[src/rtl/func_sweep_ctrl.sv]
// rtl/func_sweep_ctrl.sv - exhaustive 3-input function sweeper with truth-table compare
module func_sweep_ctrl #(
  parameter int SETTLE = 1
) (
  input  logic       clk,
  input  logic       rst,
  input  logic       start,
  input  logic [7:0] expected,
  input  logic       F,
  output logic [2:0] abc,
  output logic       busy,
  output logic       done,
  output logic [7:0] truth,
  output logic [7:0] mismatch,
  output logic [3:0] err_cnt,
  output logic       pass
);

  localparam logic [1:0] S_IDLE   = 2'd0;
  localparam logic [1:0] S_SETTLE = 2'd1;
  localparam logic [1:0] S_SAMPLE = 2'd2;
  localparam logic [1:0] S_FINISH = 2'd3;
  localparam logic [3:0] RELOAD   = 4'(SETTLE - 1);

  logic [1:0] r_state;
  logic [3:0] r_cnt;
  logic [2:0] r_abc;
  logic [7:0] r_truth;
  logic [7:0] r_exp;
  logic [7:0] r_mismatch;
  logic [3:0] r_err_cnt;
  logic       r_pass;

  logic [7:0] w_truth_next;
  logic [7:0] w_mis;
  logic [3:0] w_pop;

  // Results for the last vector are folded in on the same edge that samples it,
  // so they are already complete in the done cycle.
  always_comb begin
    w_truth_next        = r_truth;
    w_truth_next[r_abc] = F;
    w_mis               = w_truth_next ^ r_exp;
    w_pop               = 4'd0;
    for (int i = 0; i < 8; i++) begin
      w_pop = w_pop + {3'b000, w_mis[i]};
    end
  end

  always_ff @(posedge clk) begin
    if (rst) begin
      r_state    <= S_IDLE;
      r_cnt      <= 4'd0;
      r_abc      <= 3'd0;
      r_truth    <= 8'd0;
      r_exp      <= 8'd0;
      r_mismatch <= 8'd0;
      r_err_cnt  <= 4'd0;
      r_pass     <= 1'b0;
    end else begin
      case (r_state)
        S_IDLE: begin
          if (start) begin
            r_exp      <= expected;
            r_truth    <= 8'd0;
            r_abc      <= 3'd0;
            r_cnt      <= RELOAD;
            r_mismatch <= 8'd0;
            r_err_cnt  <= 4'd0;
            r_pass     <= 1'b0;
            r_state    <= S_SETTLE;
          end
        end
        S_SETTLE: begin
          if (r_cnt != 4'd0) begin
            r_cnt <= r_cnt - 4'd1;
          end else begin
            r_state <= S_SAMPLE;
          end
        end
        S_SAMPLE: begin
          r_truth <= w_truth_next;
          if (r_abc == 3'd7) begin
            r_mismatch <= w_mis;
            r_err_cnt  <= w_pop;
            r_pass     <= (w_pop == 4'd0);
            r_state    <= S_FINISH;
          end else begin
            r_abc   <= r_abc + 3'd1;
            r_cnt   <= RELOAD;
            r_state <= S_SETTLE;
          end
        end
        S_FINISH: begin
          r_state <= S_IDLE;
        end
        default: begin
          r_state <= S_IDLE;
        end
      endcase
    end
  end

  assign abc      = r_abc;
  assign busy     = (r_state == S_SETTLE) || (r_state == S_SAMPLE);
  assign done     = (r_state == S_FINISH);
  assign truth    = r_truth;
  assign mismatch = r_mismatch;
  assign err_cnt  = r_err_cnt;
  assign pass     = r_pass;

endmodule

[config.mk]
export PLATFORM = sky130hd
export DESIGN_NAME = func_sweep_ctrl
export DESIGN_NICKNAME = d
export VERILOG_FILES = /design/src/rtl/func_sweep_ctrl.sv
export SDC_FILE = /design/constraint.sdc
export NUM_CORES = 1
export LEC_CHECK = 0
export ABC_AREA = 1
export BUFFER_PORTS_ARGS = -buffer_cell sky130_fd_sc_hd__buf_4
export CELL_PAD_IN_SITES_DETAIL_PLACEMENT = 0
export CELL_PAD_IN_SITES_GLOBAL_PLACEMENT = 1
export CORE_MARGIN = 2
export CORE_UTILIZATION = 44
export CTS_BUF_LIST = sky130_fd_sc_hd__clkbuf_4
export DETAILED_ROUTE_END_ITERATION = 12
export PLACE_DENSITY_LB_ADDON = 0.1
export RECOVER_POWER = 100
export SETUP_SLACK_MARGIN = 0.2
export SYNTH_ARGS = -nofsm -noshare
export SYNTH_HDL_FRONTEND = slang
export SYNTH_SLANG_ARGS = --single-unit
export TNS_END_PERCENT = 50
[constraint.sdc]
create_clock -name clk -period 5.25 [get_ports clk]
set_input_delay 0.2625 -clock clk [delete_from_list [all_inputs] [get_ports clk]]
set_output_delay 0.2625 -clock clk [all_outputs]
set_load 0.02 [all_outputs]
==> results.txt <==
----------------------------------------------------
[Clock network]
  Resized Gates After CTS ... 0
  CTS buffer count ... 5
  Clock tree from TritonCTS ... done
  Number of buffers inserted by post-CTS setup repair ... 0
  Clock sink count ... 38
  Clk buf depth ... 2
  Clock transition at the registers of the reported paths ... 0.11 ns
  Clock latency on the worst-skew pair ... 0.35 ns
  H-tree depth ... 2
  Hold bufs inserted after CTS ... 0
  Buffer cell driving the clock tree root ... sky130_fd_sc_hd__clkbuf_4

[Setup path]
  Critical path endpoint category ... register
  Cell breakdown of the critical path ... inv_1, nand3_1, nand2_1, nand2_1, nand2_1, fa_1, inv_1, fa_1, inv_1, fa_1, inv_1, ha_1, inv_1, fa_1, inv_1, nor2_1, nand3_1, nor2_1, o21ai_0, inv_1
  Endpoint of the lowest-slack register-to-register path ... pass
  Maximum net fanout on the critical path ... 14
  Buf/Inv on CP ... 7
  Arrival time of the worst setup path ... 4.21 ns
  Most frequent cell on the critical path ... sky130_fd_sc_hd__inv_1
  Cell type group with the largest total delay on the critical path ... adder cells
  Cell with the largest stage delay on the worst path ... sky130_fd_sc_hd__dfxtp_1
  Setup crit start kind ... register
  R2r setup slk ... 1.29 ns
  Delay of the slowest cell on the worst path ... 0.60 ns
  R2R cell count ... 20
  Critical Path RT ... 5.51 ns
  Critical Setup Path Class ... reg2reg
  R2r startpoint ... abc[0]

[Final layout]
  Area used by multi-input combinational logic ... 1116 sq um
  Layout net count ... 365
  Count of antenna diodes in the layout ... 0
  Layout cells sized above 1 ... 5.638%
  Final core utilization ... 50.04%
  Storage element area ... 760.7 sq um
  FILL cells ... 529
  Post-synthesis to final-layout area growth ... 10.89%

[Pwr]
  Max IR drop VDD ... 210.2 uV
  Part of the total power dissipated in combinational logic ... 49.4%
  Fraction of power consumed by the clock network ... 15.0%
  Leakage component of the power ... 1.025 nW
  Switch Pwr ... 0.4622 mW
  Pint ... 0.5608 mW
  Sw frac ... 45.18%
  Power density relative to cell area ... 438.6 nW/um^2
  Sequential fraction of design power ... 35.6%

[Global routing]
  Antenna violations before repair ... 0
  First-pass GRT wire length ... 8273 microns
  Number of global-route vias before repair ... 1788
  Global-route usage over all layers ... 20.55%
  Largest net degree at the start of global routing ... 27
  Global route total overflow ... 0

[Hold path]
  WHS Path Cells ... 3
  Startpoint of the most critical hold path ... expected[3]
  End of the worst hold path ... r_exp[3]
  Min-delay worst type ... in2reg

[Placement]
  Post-DP HPWL ... 3699 microns
  Routability cong. ... 0.8312
  Number of port buffers ... 37

[Status]
  Violated checks ... max-capacitance violations, max-slew violations
  Outcome ... finished with violations

[Floorplan]
  DIE AREA ... 5349 sq um
  Row count ... 25
  Y dimension of the die ... 73.14 microns
  Horizontal extent of the die ... 73.14 microns
  Starting density of the core ... 45.13%
  Total core area ... 4661 sq um
  I/O pins ... 38

[STA]
  Relative slew slack ... -8.613%
  Worst Skew ... 0.006685 ns
  Total setup violations reported at the end of the flow ... 0
  RSZ-0062 raised after global routing ... no
  Endpoints failing hold ... 0
  Transition time at the pin with the least slew margin ... 1.612 ns
  Crit share post-route ... 75.39%
  Max frequency ... 0.2527 GHz
  Number of pins with negative max-slew slack in the final report ... 15
  Summed negative setup slack over all endpoints ... 0 ns
  Min cycle time layout ... 3.958 ns

[Route]
  Post-Route WL ... 5012 microns
  Initial drt markers ... 115
  Number of vias per cell ... 5.010
  DRC errors left ... 0
  Antenna Violating Nets Remaining ... 0
  Total number of vias ... 1959
  Detailed Routing Iterations Pass 1 ... 4
  Average wire length per cell after detail routing ... 12.82 microns

[Synthesis]
  Mean area per synthesized cell ... 6.964 sq um
  Synthesis-stage register bit count ... 38
  Dominant register cell in the synthesized netlist ... sky130_fd_sc_hd__dfxtp_1
  Most frequent cells after synthesis ... sky130_fd_sc_hd__nand2_1 (85), sky130_fd_sc_hd__inv_1 (41), sky130_fd_sc_hd__dfxtp_1 (38)
  Mapped cell area ... 2103 sq um
  Largest cells by area after synthesis ... sky130_fd_sc_hd__dfxtp_1 (36%), sky130_fd_sc_hd__nand2_1 (15%), sky130_fd_sc_hd__a21oi_1 (8.1%)
  Count of flip-flops with a built-in enable after synthesis ... 0
  Sequential share of the synthesized area ... 36.17%
  Number of instances in the synthesized netlist ... 302
  Cell taking the most area after synthesis ... sky130_fd_sc_hd__dfxtp_1
  Post-synth top area share ... 36.17%
  Syn Nets ... 331
  Count of unique library cells instantiated by Yosys ... 25
  Most repeated cell in the gate-level netlist after synthesis ... sky130_fd_sc_hd__nand2_1
  Synth async-reset ratio ... 0%
  Count of warnings emitted by yosys ... 0

[Flow run]
  Max cap viols ... 1

----------------------------------------------------
[logic make-up (layout without fill, tap and decap cells)]
kind of cell / Yosys count / count (layout) / share of synthesized area, %
and+or+nand+nor: 145 / 145 / 29.74
DFF: 38 / 38 / 36.17
xor gates and xnor gates: 1 / 1 / 0.4165
AOI/OAI and AO/OA: 50 / 50 / 12.31
adders and majority gates: 17 / 17 / 11.54
buffers and inverters: 51 / 86 / 9.815
[flip-flops by register name (all words and copies together), names as in the netlist]
| name | cells |
|---|---|
| r_state | 2 |
| abc | 3 |
| err_cnt | 4 |
| mismatch | 8 |
| r_cnt | 4 |
| r_exp | 8 |
| truth | 8 |
| pass | 1 |
[worst min-delay path: cells and delay by family]
kind | cells | cell delay [ns]
buffers and inverters | 1 | 0.08
AOI/OAI and AO/OA | 1 | 0.07
and+or+nand+nor | 1 | 0.07
[power groups by stage]
stage	Clock, mW	Sequential (mW)	Combinational [mW]
after global routing	0.172	0.371	0.597
after detailed placement	0	0.372	0.534
after floorplan	0	0.366	0.414
after CTS	0.162	0.365	0.540
after global placement	0	0.371	0.528
final	0.153	0.364	0.505
[through the flow]
step | cell area (sq um) | power, mW | worst slack, ns | hold slack [ns] | cells
CTS | 2450 | 1.067 | 1.295 | 0.1440 | 391
global route | 2332 | 1.141 | 0.9224 | 0.1917 | 391
detailed placement | 2396 | 0.9053 | 1.335 | 0.4534 | 383
global placement | 2396 | 0.8991 | 1.386 | 0.4530 | 383
finish | 2332 | 1.023 | 1.292 | 0.1595 | 391
floorplan | 2103 | 0.7804 | 1.484 | 0.4202 | 302
[routing by layer]
metal  routed length [microns]  GRT usage (%)
met5                         0              0
met1                      2409          26.13
met4                       112          9.053
met3                       134          4.282
met2                      2354          33.43
[layout make-up]
class                   instances  area share (%)
multi-input cells             213           47.85
flip-flops and latches         38           32.62
repair buffers                 37           7.725
inverters                      41           6.599
well taps                      54           2.897
clock buffers                   6           1.931
clock inverters                 2          0.3755
[cell usage in the layout, fill, tap and decap left out]
| master | n |
|---|---|
| sky130_fd_sc_hd__nor2_2 | 1 |
| sky130_fd_sc_hd__o21ai_0 | 15 |
| sky130_fd_sc_hd__fa_1 | 4 |
| sky130_fd_sc_hd__a21oi_1 | 34 |
| sky130_fd_sc_hd__ha_1 | 13 |
| sky130_fd_sc_hd__buf_4 | 11 |
| sky130_fd_sc_hd__nand2_1 | 87 |
| sky130_fd_sc_hd__inv_1 | 41 |
| sky130_fd_sc_hd__a31oi_1 | 1 |
| sky130_fd_sc_hd__nand3_1 | 32 |
| sky130_fd_sc_hd__clkbuf_1 | 26 |
| sky130_fd_sc_hd__nor2_1 | 14 |
| sky130_fd_sc_hd__clkbuf_4 | 6 |
| sky130_fd_sc_hd__nand3b_1 | 1 |
| sky130_fd_sc_hd__nor3_1 | 2 |
| sky130_fd_sc_hd__dfxtp_1 | 38 |
| sky130_fd_sc_hd__clkinv_2 | 1 |
| sky130_fd_sc_hd__nand4_1 | 5 |
| sky130_fd_sc_hd__clkinv_1 | 1 |
| sky130_fd_sc_hd__xor2_1 | 1 |
| sky130_fd_sc_hd__and2_1 | 3 |
[worst max-delay path by stage]
stage / start / to / slack, ns / cells after the start
finish: abc[0] / pass / 1.29 / 20
global route: abc[0] / pass / 0.92 / 20
CTS: abc[0] / pass / 1.29 / 20
detailed placement: abc[0] / pass / 1.34 / 20
global placement: abc[0] / pass / 1.39 / 20
floorplan: abc[2] / pass / 1.48 / 21
Power figures use the tool's default switching activity.
